==> src/rtl/fp_mul_pkg.sv <==
// Shared types and helpers for the pipelined floating-point multiplier.
// Stage-register structs are sized from EXP_W_P / FRAC_W_P. The fp_mul_pipe
// parameters default to these values, so change widths here.
package fp_mul_pkg;

  localparam int EXP_W_P  = 8;
  localparam int FRAC_W_P = 23;

  typedef enum logic [2:0] {
    RNE = 3'd0,
    RTZ = 3'd1,
    RDN = 3'd2,
    RUP = 3'd3,
    RMM = 3'd4
  } rmode_e;

  typedef enum logic [2:0] {
    ZERO = 3'd0,
    SUB  = 3'd1,
    NORM = 3'd2,
    INF  = 3'd3,
    NAN  = 3'd4
  } fclass_e;

  function automatic int bias(input int ew);
    return (1 << (ew - 1)) - 1;
  endfunction

  function automatic int max_exp(input int ew);
    return (1 << ew) - 1;
  endfunction

  // Canonical quiet NaN: sign 0, all-ones exponent, fraction MSB set.
  function automatic logic [63:0] qnan(input int ew, input int fw);
    logic [63:0] v;
    v = ((64'd1 << ew) - 64'd1) << fw;
    v = v | (64'd1 << (fw - 1));
    return v;
  endfunction

  // S1 -> S2: operand classes, sign, biased exponent sum, full mantissa product.
  typedef struct packed {
    logic                        sign;
    fclass_e                     cx;
    fclass_e                     cy;
    logic signed [EXP_W_P+1:0]   esum;
    logic [2*FRAC_W_P+1:0]       prod;
    rmode_e                      mode;
  } s1_t;

  // S2 -> S3: normalised mantissa with hidden bit, guard/round/sticky, exponent.
  typedef struct packed {
    logic                        sign;
    fclass_e                     cx;
    fclass_e                     cy;
    logic signed [EXP_W_P+1:0]   exp;
    logic [FRAC_W_P:0]           frac;
    logic                        g;
    logic                        r;
    logic                        s;
    rmode_e                      mode;
  } s2_t;

endpackage

==> src/rtl/fp_mul_round.sv <==
// Combinational rounding of a normalised mantissa. A carry out of the
// increment renormalises the fraction and bumps the exponent.
module fp_mul_round
  import fp_mul_pkg::*;
#(
  parameter int EXP_W  = 8,
  parameter int FRAC_W = 23
) (
  input  logic                    sign,
  input  logic [FRAC_W:0]         frac,
  input  logic                    g,
  input  logic                    r,
  input  logic                    s,
  input  logic signed [EXP_W+1:0] exp,
  input  rmode_e                  mode,
  output logic [FRAC_W-1:0]       frac_r,
  output logic signed [EXP_W+1:0] exp_r,
  output logic                    carry
);

  logic              up;
  logic [FRAC_W+1:0] sum;

  // Round-up decision per rounding mode; unknown modes round to nearest even.
  always_comb begin
    up = 1'b0;
    case (mode)
      RTZ:     up = 1'b0;
      RDN:     up = sign & (g | r | s);
      RUP:     up = ~sign & (g | r | s);
      RMM:     up = g;
      default: up = g & (r | s | frac[0]);
    endcase
  end

  assign sum    = {1'b0, frac} + {{(FRAC_W+1){1'b0}}, up};
  assign carry  = sum[FRAC_W+1];
  assign frac_r = carry ? sum[FRAC_W:1] : sum[FRAC_W-1:0];
  assign exp_r  = exp + $signed({{(EXP_W+1){1'b0}}, carry});

endmodule

==> src/rtl/fp_mul_pipe.sv <==
// Three-stage IEEE-754 multiplier: mantissa product, normalise, round/pack.
// Subnormal operands flush to zero; overflow and underflow flags are raised.
// Optional feature: define FP_MUL_INEXACT_EN to add the inexact output nx.
module fp_mul_pipe
  import fp_mul_pkg::*;
#(
  parameter int EXP_W  = EXP_W_P,
  parameter int FRAC_W = FRAC_W_P
) (
  input  logic                      clk,
  input  logic                      rst,
  input  logic                      in_valid,
  output logic                      in_ready,
  input  logic [EXP_W+FRAC_W:0]     fp_X,
  input  logic [EXP_W+FRAC_W:0]     fp_Y,
  input  logic [2:0]                r_mode,
  output logic                      out_valid,
  input  logic                      out_ready,
  output logic [EXP_W+FRAC_W:0]     fp_Z,
  output logic                      ovrf,
  output logic                      udrf
`ifdef FP_MUL_INEXACT_EN
  ,
  output logic                      nx
`endif
);

  localparam int W   = 1 + EXP_W + FRAC_W;
  localparam int PW  = 2 * FRAC_W + 2;
  localparam int EW2 = EXP_W + 2;
  localparam logic signed [EW2-1:0] BIAS_S = EW2'(bias(EXP_W));
  localparam logic signed [EW2-1:0] MAX_E  = EW2'(max_exp(EXP_W));
  localparam logic signed [EW2-1:0] ZERO_E = '0;
  localparam logic [63:0]           QNAN64 = qnan(EXP_W, FRAC_W);
  localparam logic [W-1:0]          QNAN   = QNAN64[W-1:0];

  function automatic fclass_e classify(input logic [EXP_W-1:0] e, input logic [FRAC_W-1:0] f);
    if (e == '0)      return (f == '0) ? ZERO : SUB;
    else if (e == '1) return (f == '0) ? INF : NAN;
    else              return NORM;
  endfunction

  // Handshake: a stage register loads when it is empty or its contents move
  // on this edge (ready_k = !valid_k || ready_k+1). A beat transfers on any
  // edge where valid && ready are both high; out_ready closes the chain.
  logic v1, v2;
  logic s1_ready, s2_ready, s3_ready;

  assign s3_ready = !out_valid || out_ready;
  assign s2_ready = !v2 || s3_ready;
  assign s1_ready = !v1 || s2_ready;
  assign in_ready = s1_ready;

  s1_t s1_d, s1_q;
  s2_t s2_d, s2_q;

  // S1: classify operands, form sign, exponent sum and mantissa product.
  always_comb begin
    s1_d      = '0;
    s1_d.sign = fp_X[W-1] ^ fp_Y[W-1];
    s1_d.cx   = classify(fp_X[W-2:FRAC_W], fp_X[FRAC_W-1:0]);
    s1_d.cy   = classify(fp_Y[W-2:FRAC_W], fp_Y[FRAC_W-1:0]);
    s1_d.esum = EW2'({2'b00, fp_X[W-2:FRAC_W]}) + EW2'({2'b00, fp_Y[W-2:FRAC_W]});
    s1_d.prod = PW'({1'b1, fp_X[FRAC_W-1:0]}) * PW'({1'b1, fp_Y[FRAC_W-1:0]});
    s1_d.mode = (r_mode > 3'd4) ? RNE : rmode_e'(r_mode);
  end

  // S1 register: captures operands' products together with their rounding mode.
  always_ff @(posedge clk) begin
    if (rst) begin
      v1   <= 1'b0;
      s1_q <= '0;
    end else if (s1_ready) begin
      v1 <= in_valid;
      if (in_valid) s1_q <= s1_d;
    end
  end

  // S2: normalise the product to 1.x and collect guard/round/sticky.
  logic norm_n;
  assign norm_n = s1_q.prod[PW-1];

  always_comb begin
    s2_d      = '0;
    s2_d.sign = s1_q.sign;
    s2_d.cx   = s1_q.cx;
    s2_d.cy   = s1_q.cy;
    s2_d.mode = s1_q.mode;
    if (norm_n) begin
      s2_d.frac = s1_q.prod[PW-1:FRAC_W+1];
      s2_d.g    = s1_q.prod[FRAC_W];
      s2_d.r    = s1_q.prod[FRAC_W-1];
      s2_d.s    = |s1_q.prod[FRAC_W-2:0];
    end else begin
      s2_d.frac = s1_q.prod[PW-2:FRAC_W];
      s2_d.g    = s1_q.prod[FRAC_W-1];
      s2_d.r    = s1_q.prod[FRAC_W-2];
      s2_d.s    = |s1_q.prod[FRAC_W-3:0];
    end
    s2_d.exp = s1_q.esum - BIAS_S + $signed({{(EXP_W+1){1'b0}}, norm_n});
  end

  // S2 register.
  always_ff @(posedge clk) begin
    if (rst) begin
      v2   <= 1'b0;
      s2_q <= '0;
    end else if (s2_ready) begin
      v2 <= v1;
      if (v1) s2_q <= s2_d;
    end
  end

  // S3: round, then apply special-case priority to pick result and flags.
  logic [FRAC_W-1:0]    rnd_frac;
  logic signed [EW2-1:0] rnd_exp;
  logic                 rnd_carry;

  fp_mul_round #(.EXP_W(EXP_W), .FRAC_W(FRAC_W)) u_round (
    .sign   (s2_q.sign),
    .frac   (s2_q.frac),
    .g      (s2_q.g),
    .r      (s2_q.r),
    .s      (s2_q.s),
    .exp    (s2_q.exp),
    .mode   (s2_q.mode),
    .frac_r (rnd_frac),
    .exp_r  (rnd_exp),
    .carry  (rnd_carry)
  );

  logic zx, zy, is_nan, is_inf, is_zero, ovf_c, udf_c;
  assign zx      = (s2_q.cx == ZERO) || (s2_q.cx == SUB);
  assign zy      = (s2_q.cy == ZERO) || (s2_q.cy == SUB);
  assign is_nan  = (s2_q.cx == NAN) || (s2_q.cy == NAN) ||
                   (zx && s2_q.cy == INF) || (zy && s2_q.cx == INF);
  assign is_inf  = (s2_q.cx == INF) || (s2_q.cy == INF);
  assign is_zero = zx || zy;
  // The exponent only moves when rounding carries out.
  assign ovf_c   = rnd_carry ? (rnd_exp >= MAX_E) : (s2_q.exp >= MAX_E);
  assign udf_c   = rnd_exp <= ZERO_E;

  logic [W-1:0] z_d;
  logic         ovf_d, udf_d;
  logic [W-1:0] inf_w, max_w, zero_w;
  assign inf_w  = {s2_q.sign, {EXP_W{1'b1}}, {FRAC_W{1'b0}}};
  assign max_w  = {s2_q.sign, {(EXP_W-1){1'b1}}, 1'b0, {FRAC_W{1'b1}}};
  assign zero_w = {s2_q.sign, {(W-1){1'b0}}};

  // Result selection in special-case priority order.
  always_comb begin
    z_d   = {s2_q.sign, rnd_exp[EXP_W-1:0], rnd_frac};
    ovf_d = 1'b0;
    udf_d = 1'b0;
    if (is_nan) begin
      z_d = QNAN;
    end else if (is_inf) begin
      z_d = inf_w;
    end else if (is_zero) begin
      z_d = zero_w;
    end else if (ovf_c) begin
      ovf_d = 1'b1;
      case (s2_q.mode)
        RTZ:     z_d = max_w;
        RDN:     z_d = s2_q.sign ? inf_w : max_w;
        RUP:     z_d = s2_q.sign ? max_w : inf_w;
        default: z_d = inf_w;
      endcase
    end else if (udf_c) begin
      udf_d = 1'b1;
      z_d   = zero_w;
    end
  end

  // Output register: holds result and flags while the consumer stalls.
  always_ff @(posedge clk) begin
    if (rst) begin
      out_valid <= 1'b0;
      fp_Z      <= '0;
      ovrf      <= 1'b0;
      udrf      <= 1'b0;
    end else if (s3_ready) begin
      out_valid <= v2;
      if (v2) begin
        fp_Z <= z_d;
        ovrf <= ovf_d;
        udrf <= udf_d;
      end
    end
  end

`ifdef FP_MUL_INEXACT_EN
  logic nx_d;
  // Inexact: lost bits on finite results, always set alongside ovrf/udrf.
  always_comb begin
    nx_d = 1'b0;
    if (!is_nan && !is_inf && !is_zero)
      nx_d = ovf_c || udf_c || s2_q.g || s2_q.r || s2_q.s;
  end

  // nx travels with the output register and holds under stall.
  always_ff @(posedge clk) begin
    if (rst)                 nx <= 1'b0;
    else if (s3_ready && v2) nx <= nx_d;
  end
`endif

endmodule

==> config.mk <==
export PLATFORM = sky130hd
export DESIGN_NAME = fp_mul_pipe
export DESIGN_NICKNAME = d
export VERILOG_FILES = /design/src/rtl/fp_mul_pkg.sv /design/src/rtl/fp_mul_round.sv /design/src/rtl/fp_mul_pipe.sv
export SDC_FILE = /design/constraint.sdc
export NUM_CORES = 2
export LEC_CHECK = 0
export ABC_AREA = 1
export BUFFER_PORTS_ARGS = -buffer_cell sky130_fd_sc_hd__buf_4
export CAP_MARGIN = 40
export CORE_AREA = 2 2 252 254
export DETAILED_ROUTE_END_ITERATION = 12
export DIE_AREA = 0 0 254 256
export PLACE_DENSITY = 0.63
export SYNTH_ARGS = -nofsm -noshare
export SYNTH_HDL_FRONTEND = slang
export SYNTH_SLANG_ARGS = --single-unit
==> constraint.sdc <==
create_clock -name clk -period 7.9 [get_ports clk]
set_input_delay 1.58 -clock clk [delete_from_list [all_inputs] [get_ports clk]]
set_output_delay 1.58 -clock clk [all_outputs]
set_load 0.1 [all_outputs]
## Yosys cells after proc, flatten, opt, wreduce, memory -nomap -nowiden

Cells that the tools add are included.
Widths: inputs -> output; s select.

| operators by class | value |
|---|---|
| $add $sub $neg | 5 |
| $mul | 1 |
| magnitude comparators | 4 |
| eq/ne operators | 12 |
| multiplexer cells | 30 |
| bitwise gates (word level) | 9 |
| reductions and logical operators | 26 |

Operators with widths:

| cell | count |
|---|---|
| $mux 32 | 6 |
| $pmux 32 s3 | 1 |
| $mul 24x24->48 | 1 |
| $logic_not 23->1 | 2 |
| $mux 31 | 1 |
| $mux 27 | 1 |
| $add 24x1->25 | 1 |
| $mux 23 | 1 |
| $reduce_or 22->1 | 1 |
| $mux 3 | 7 |
| $reduce_or 21->1 | 1 |
| $add 10x2->10 | 2 |
| $ge 10x9->1 const B | 2 |
| $eq 8x8->1 const B | 2 |
| $logic_not 8->1 | 2 |
| $eq 3x2->1 const B | 4 |
| $mux 1 | 12 |
| $le 10x1->1 const B | 1 |
| $logic_or 1x1->1 | 10 |
| $sub 10x8->10 const B | 1 |
| $add 8x8->9 | 1 |
| $eq 3x1->1 const B | 3 |
| $eq 3x3->1 const B | 3 |
| $logic_not 3->1 | 2 |
| other kinds (9) | 19 |

| storage, ports and cells | value |
|---|---|
| register bits | 152 |
| input bits | 71 |
| output and inout port bits | 36 |
| logic and storage cells | 108 |

## Logic depth before layout (Yosys ltp)

| depth | value |
|---|---|
| depth in word-level cells | 12 |
| mapped depth | 32 |
| depth with buffers taken out | 31 |

## By module

A second synthesis with hierarchy kept.

| unflattened totals | value |
|---|---|
| cell total of the unflattened synthesis | 3983 |
| area, all modules | 28061.9 µm² |

By module, submodules not included:

| module | instances | cells each | area each (µm²) | seq. area each (µm²) |
|---|---|---|---|---|
| fp_mul_pipe | 1 | 3796 | 27053.4 | 3022.9 |
| fp_mul_round | 1 | 187 | 1008.5 | 0.0 |

## Least setup slack after synthesis

No wires, ideal clock.

| path | value |
|---|---|
| path kind | input port to flip-flop |
| start | input fp_Y[0] |
| end | register s1_q[24] in the netlist's numbering |
| library setup time | 0.115 ns |
| arrival | 7.249 ns |
| required time | 7.785 ns |
| setup slack | 0.536 ns |
| stages on the path | 26 |
| buffers on the path | 2 |
| path through | clkbuf_1 clkbuf_1 nand2_1 inv_1 fa_1 fa_1 inv_1 fa_1 inv_1 fa_1 inv_1 fa_1 inv_1 fa_1 inv_1 fa_1 inv_1 ha_1 nand2_1 nor2_1 nand2_1 o21ai_0 a21oi_1 xnor2_1 o21ai_0 inv_1 |

| between the ends | value |
|---|---|
| cells in the longest elaborated chain, start to end | 1 |

Ends and longest elaborated chain:

| item | line | source |
|---|---|---|
| start, declared | fp_mul_pipe.sv:15 | `input logic [EXP_W+FRAC_W:0] fp_Y,` |
| $mul 24x24->48 | fp_mul_pipe.sv:64 | `s1_d.prod = PW'({1'b1, fp_X[FRAC_W-1:0]}) * PW'({1'b1, fp_Y[FRAC_W-1:0]});` |
| end signal, assigned | fp_mul_pipe.sv:72 | `s1_q <= '0;` |
| end signal, assigned | fp_mul_pipe.sv:75 | `if (in_valid) s1_q <= s1_d;` |
| end, declared | fp_mul_pipe.sv:54 | `s1_t s1_d, s1_q;` |

Every way passes these cells.
A chain may end at the register's enable or synchronous reset.

## Worst setup path after layout

| path | value |
|---|---|
| start | input fp_Y[4] |
| end | register s1_q[43] in the netlist's numbering |

Same word-level chain as after synthesis.

==> results by stage <==
Status:
- The run finished with clean final reports.

Critical path:
- Data on the critical path is required at its endpoint by 8220 ps.
- In this run the register-to-register setup slack is between 2000 and 2500 ps.
- Measured in cells, the most critical reg-to-reg path has a length of 26.
- The class of the most critical setup path is in -> reg.
- The arrival time at the worst endpoint is 7730 ps.
- Counting stages on the worst path, the most repeated cell is sky130_fd_sc_hd__inv_1.
- The worst setup path is launched from an input port.
- The capture instance of the worst register-to-register path is fp_Z[12]$_SDFFE_PP0P_.
- The cell with the largest stage delay on the worst path is sky130_fd_sc_hd__fa_1.
- The highest fanout seen on the critical path is 25.
- The maximum cell stage delay along the critical path is 520 ps.
- The worst register-to-register path begins at s2_q[2]$_SDFFE_PP0P_.
- The critical path endpoint category is a register.

Worst hold path:
- In this run the worst hold path is classified as reg -> reg.
- The hold-critical path depth is 2.
- The startpoint identified for the worst hold timing path is s1_q[8]$_SDFFE_PP0P_.
- The worst min-delay path endpoint is s1_q[8]$_SDFFE_PP0P_.

Detailed routing:
- The number of iterations in the first detailed-routing pass is 5.
- After the first detailed-routing iteration, the DRC count stood at 1623.
- After detailed routing, the number of remaining DRC violations is 0.
- The routed via count divided by cell count is 4.95.
- The routed length per placed instance is 16.1 µm.
- Detailed routing inserted a total of 23349 vias.
- The final wirelength is 75800 µm.
- In this run the remaining antenna-violating nets after routing total 0.

STA:
- The total negative slack for setup checks is 0 ps.
- The worst path needs 7400 ps of the cycle, external delays included.
- The count of endpoints failing setup in the final report is 0.
- The final-report hold violation count is 0.
- The relative max-transition margin is 41.8%.
- Across the routed clock network, the largest skew measured is approximately 13 ps.
- Setup repair after global routing left no endpoint under its margin.
- Static timing analysis puts the maximum clock frequency at between 100 and 150 MHz.
- Of the available clock period, the critical path in the final layout requires 93.7%.
- The number of pins with negative max-slew slack in the final report was 0.
- The transition time at the pin with the least slew margin is 866 ps.

Yosys:
- The synthesized cell area is 0.0278 mm².
- The number of synthesis warnings is 0.
- The largest family of logic cells by synthesized area is adder cells.
- The average instance in the mapped netlist occupies 7.23 µm².
- Summing the areas of all xor and xnor instances in the mapped netlist gives approximately 1.4% of the synthesized area.
- Synthesis produced a little under 4000 cells.
- Synthesis produced a netlist with a net count of 4587.
- Summing the areas of all fa, ha and maj instances in the mapped netlist gives 43.3% of the synthesized area.
- In this run, distinct cell masters in the synthesized netlist total 48.
- In this run, synthesis produced a sequential element count of 151.
- The share of the Yosys chip area taken by registers is 10.9%.
- The multiplexer share of the synthesized area is 0%.
- Summing the areas of all compound-gate instances in the mapped netlist gives 7.79% of the synthesized area.
- The synthesized netlist devotes 19.9% of its cell area to simple gates.

Clock tree:
- For this design, the CTS-stage hold fixing added 0 buffers.
- The number of H-tree levels is 4.
- The clock passes through at most 2 buffers.
- The clock-pin slew on the worst setup and hold paths is 60 ps.
- Once the clock tree was built, the resizer swapped 0 gates to a different size.
- The post-CTS setup-driven buffer insertion count is 0.
- The clock latency of the later-clocked register in the worst-skew pair is 430 ps.
- Counting every sink on the clock net gives 151.
- In this run, CTS created clock tree buffers numbering 17.
- The clock tree from TritonCTS is yes.
- The root buffer cell chosen for the clock tree is sky130_fd_sc_hd__clkbuf_16.

Global route:
- The number of antenna violations at the first check in global routing came to 1.
- Entering global routing, the biggest net connects 59 pins.
- The via count of the first global-routing pass is 24258.
- The first global-routing pass estimated 126000 µm of wire.
- Global routing used between 20% and 30% of the available tracks.
- The overflow left after global routing is 0.

Floorplanning:
- The core region is 0.0624 mm².
- The site row count is 92.
- Once the floorplan was initialized, standard cells occupied between 40 and 50% of the core.
- The width of the die is between 200 and 300 µm.
- The full die area is 0.0650 mm².
- The number of primary I/O pins is 107.
- The vertical die dimension is 256 µm.

Placement:
- The congestion estimate from routability-driven global placement came to 0.954.
- Summed over all nets, the half-perimeter wirelength after detailed placement is 61300 µm.
- The post-placement cell area is 0.0294 mm².
- Port buffering added 106 buffers.

Finish:
- The finished cells cover around 0.030 mm².
- The sequential cells in the finished layout cover a total of 0.00302 mm².
- Cells with a size suffix above 1 make up 5.95% of the layout.
- After filler insertion, the fill cell instance count of the layout stands at 6391.
- The area growth from synthesis to layout is 8.12%.
- The final net count is 4597.
- The multi-input gate area in the final layout is about 0.020 mm².

Flow run:
- The tool flagged a number of max-cap violations equal to 0.
## synth_stat cells, drive strengths merged
cell type | number | area [µm²]
nor4 | 12 | 75.1
nand3 | 104 | 536
o311ai | 1 | 8.76
inv | 1063 | 3990
xnor2 | 19 | 166
o31ai | 1 | 7.51
a21boi | 3 | 22.5
nand4 | 50 | 313
a21oi | 160 | 835
or2 | 3 | 18.8
a2111oi | 1 | 8.76
o21a | 7 | 52.6
a31o | 2 | 17.5
o21ai | 165 | 826
a32oi | 1 | 8.76
o21bai | 11 | 82.6
ha | 188 | 2350
or4 | 1 | 7.51
o22ai | 1 | 6.26
clkbuf | 149 | 559
dfxtp | 151 | 3020
nor3 | 29 | 145
a211oi | 1 | 7.51
and2 | 1 | 6.26
clkinv | 1 | 3.75
a31oi | 28 | 175
nand2 | 913 | 3460
xor2 | 25 | 219
fa | 483 | 9670
buf | 14 | 96.3
o211ai | 9 | 72.6
nand3b | 3 | 22.5
a21o | 3 | 22.5
nor2 | 241 | 957
a32o | 1 | 10.0
## layer usage
metal | share of wire, % | track usage [%]
met1 | 44 | 32.5
met2 | 48 | 40.8
met3 | 5.7 | 3.53
met4 | 2.7 | 7.06
met5 | 0 | 0
## registers in the layout (all words and copies together), names as in the netlist
| register | flops |
|---|---|
| ovrf | 1 |
| fp_Z | 32 |
| v2 | 1 |
| inf_w | 1 |
| udrf | 1 |
| norm_n | 1 |
| s1_q | 66 |
| v1 | 1 |
| s2_q | 46 |
| out_valid | 1 |
## critical path: cells and delay by family
family | cells | cell delay, ps
fa+ha+maj | 8 | 3910
buf+inv | 10 | 830
simple gates | 9 | 1310
compound gates | 1 | 60
## placed cells by master, fill, tap and decap left out, types with 3 or more instances in the layout
cell / n
sky130_fd_sc_hd__nor2_2: 9
sky130_fd_sc_hd__nor4_1: 11
sky130_fd_sc_hd__nor2_4: 4
sky130_fd_sc_hd__xnor2_1: 19
sky130_fd_sc_hd__xor2_1: 25
sky130_fd_sc_hd__nand3b_1: 3
sky130_fd_sc_hd__nor3_1: 29
sky130_fd_sc_hd__a31oi_1: 28
sky130_fd_sc_hd__or2_2: 3
sky130_fd_sc_hd__inv_1: 1056
sky130_fd_sc_hd__nand4_1: 50
sky130_fd_sc_hd__nand2_2: 9
sky130_fd_sc_hd__nor2_1: 228
sky130_fd_sc_hd__fa_1: 483
sky130_fd_sc_hd__a21oi_2: 3
sky130_fd_sc_hd__inv_2: 7
sky130_fd_sc_hd__o211ai_1: 8
sky130_fd_sc_hd__nand2_1: 902
sky130_fd_sc_hd__o21ai_0: 155
sky130_fd_sc_hd__ha_1: 188
sky130_fd_sc_hd__o21bai_1: 11
sky130_fd_sc_hd__clkinvlp_4: 3
sky130_fd_sc_hd__nand3_2: 3
sky130_fd_sc_hd__bufinv_16: 5
sky130_fd_sc_hd__nand3_1: 101
sky130_fd_sc_hd__buf_4: 149
sky130_fd_sc_hd__o21ai_1: 10
sky130_fd_sc_hd__a21o_1: 3
sky130_fd_sc_hd__dfxtp_1: 151
sky130_fd_sc_hd__o21a_1: 7
sky130_fd_sc_hd__a21oi_1: 155
sky130_fd_sc_hd__a21boi_0: 3
sky130_fd_sc_hd__clkbuf_16: 17
## cells by family after synthesis
family | Yosys count
compound gates | 395
xor+xnor | 44
fa+ha+maj | 671
buf+inv | 1227
flops | 151
simple gates | 1357
## layout make-up
class                           count  share of cell area [%]
Antenna cell                        1                 0.00833
Clock inverter                     11                   0.650
Inverter                         1064                    13.3
Timing Repair Buffer              154                    3.95
Multi-Input combinational cell   2467                    67.0
Clock buffer                       21                    1.53
Tap cell                          846                    3.52
Sequential cell                   151                    10.1
## worst max path at each step
stage              from               endpoint  slack (ps)
2_1_floorplan   fp_Y[0]  s1_q[24]$_SDFFE_PP0P_         540
3_3_place_gp   fp_X[10]  s1_q[23]$_SDFFE_PP0P_          60
3_5_place_dp   fp_X[10]  s1_q[23]$_SDFFE_PP0P_          50
4_1_cts        fp_X[10]  s1_q[23]$_SDFFE_PP0P_         500
5_1_grt         fp_Y[4]  s1_q[43]$_SDFFE_PP0P_         160
6_report        fp_Y[4]  s1_q[43]$_SDFFE_PP0P_         500
## per-stage QoR
stage	cells	worst slack [ps]	utilization (%)	hold slack (ps)
floorplan	3845	536	-	429
global placement	4677	57.2	47.0	443
detailed placement	4682	54.1	47.1	446
CTS	4714	504	48.1	454
global route	4715	164	48.2	480
finish	4715	498	48.2	454
Power is not shown: default switching activity piles up to over one toggle a cycle in this logic, so the estimate is an artifact.
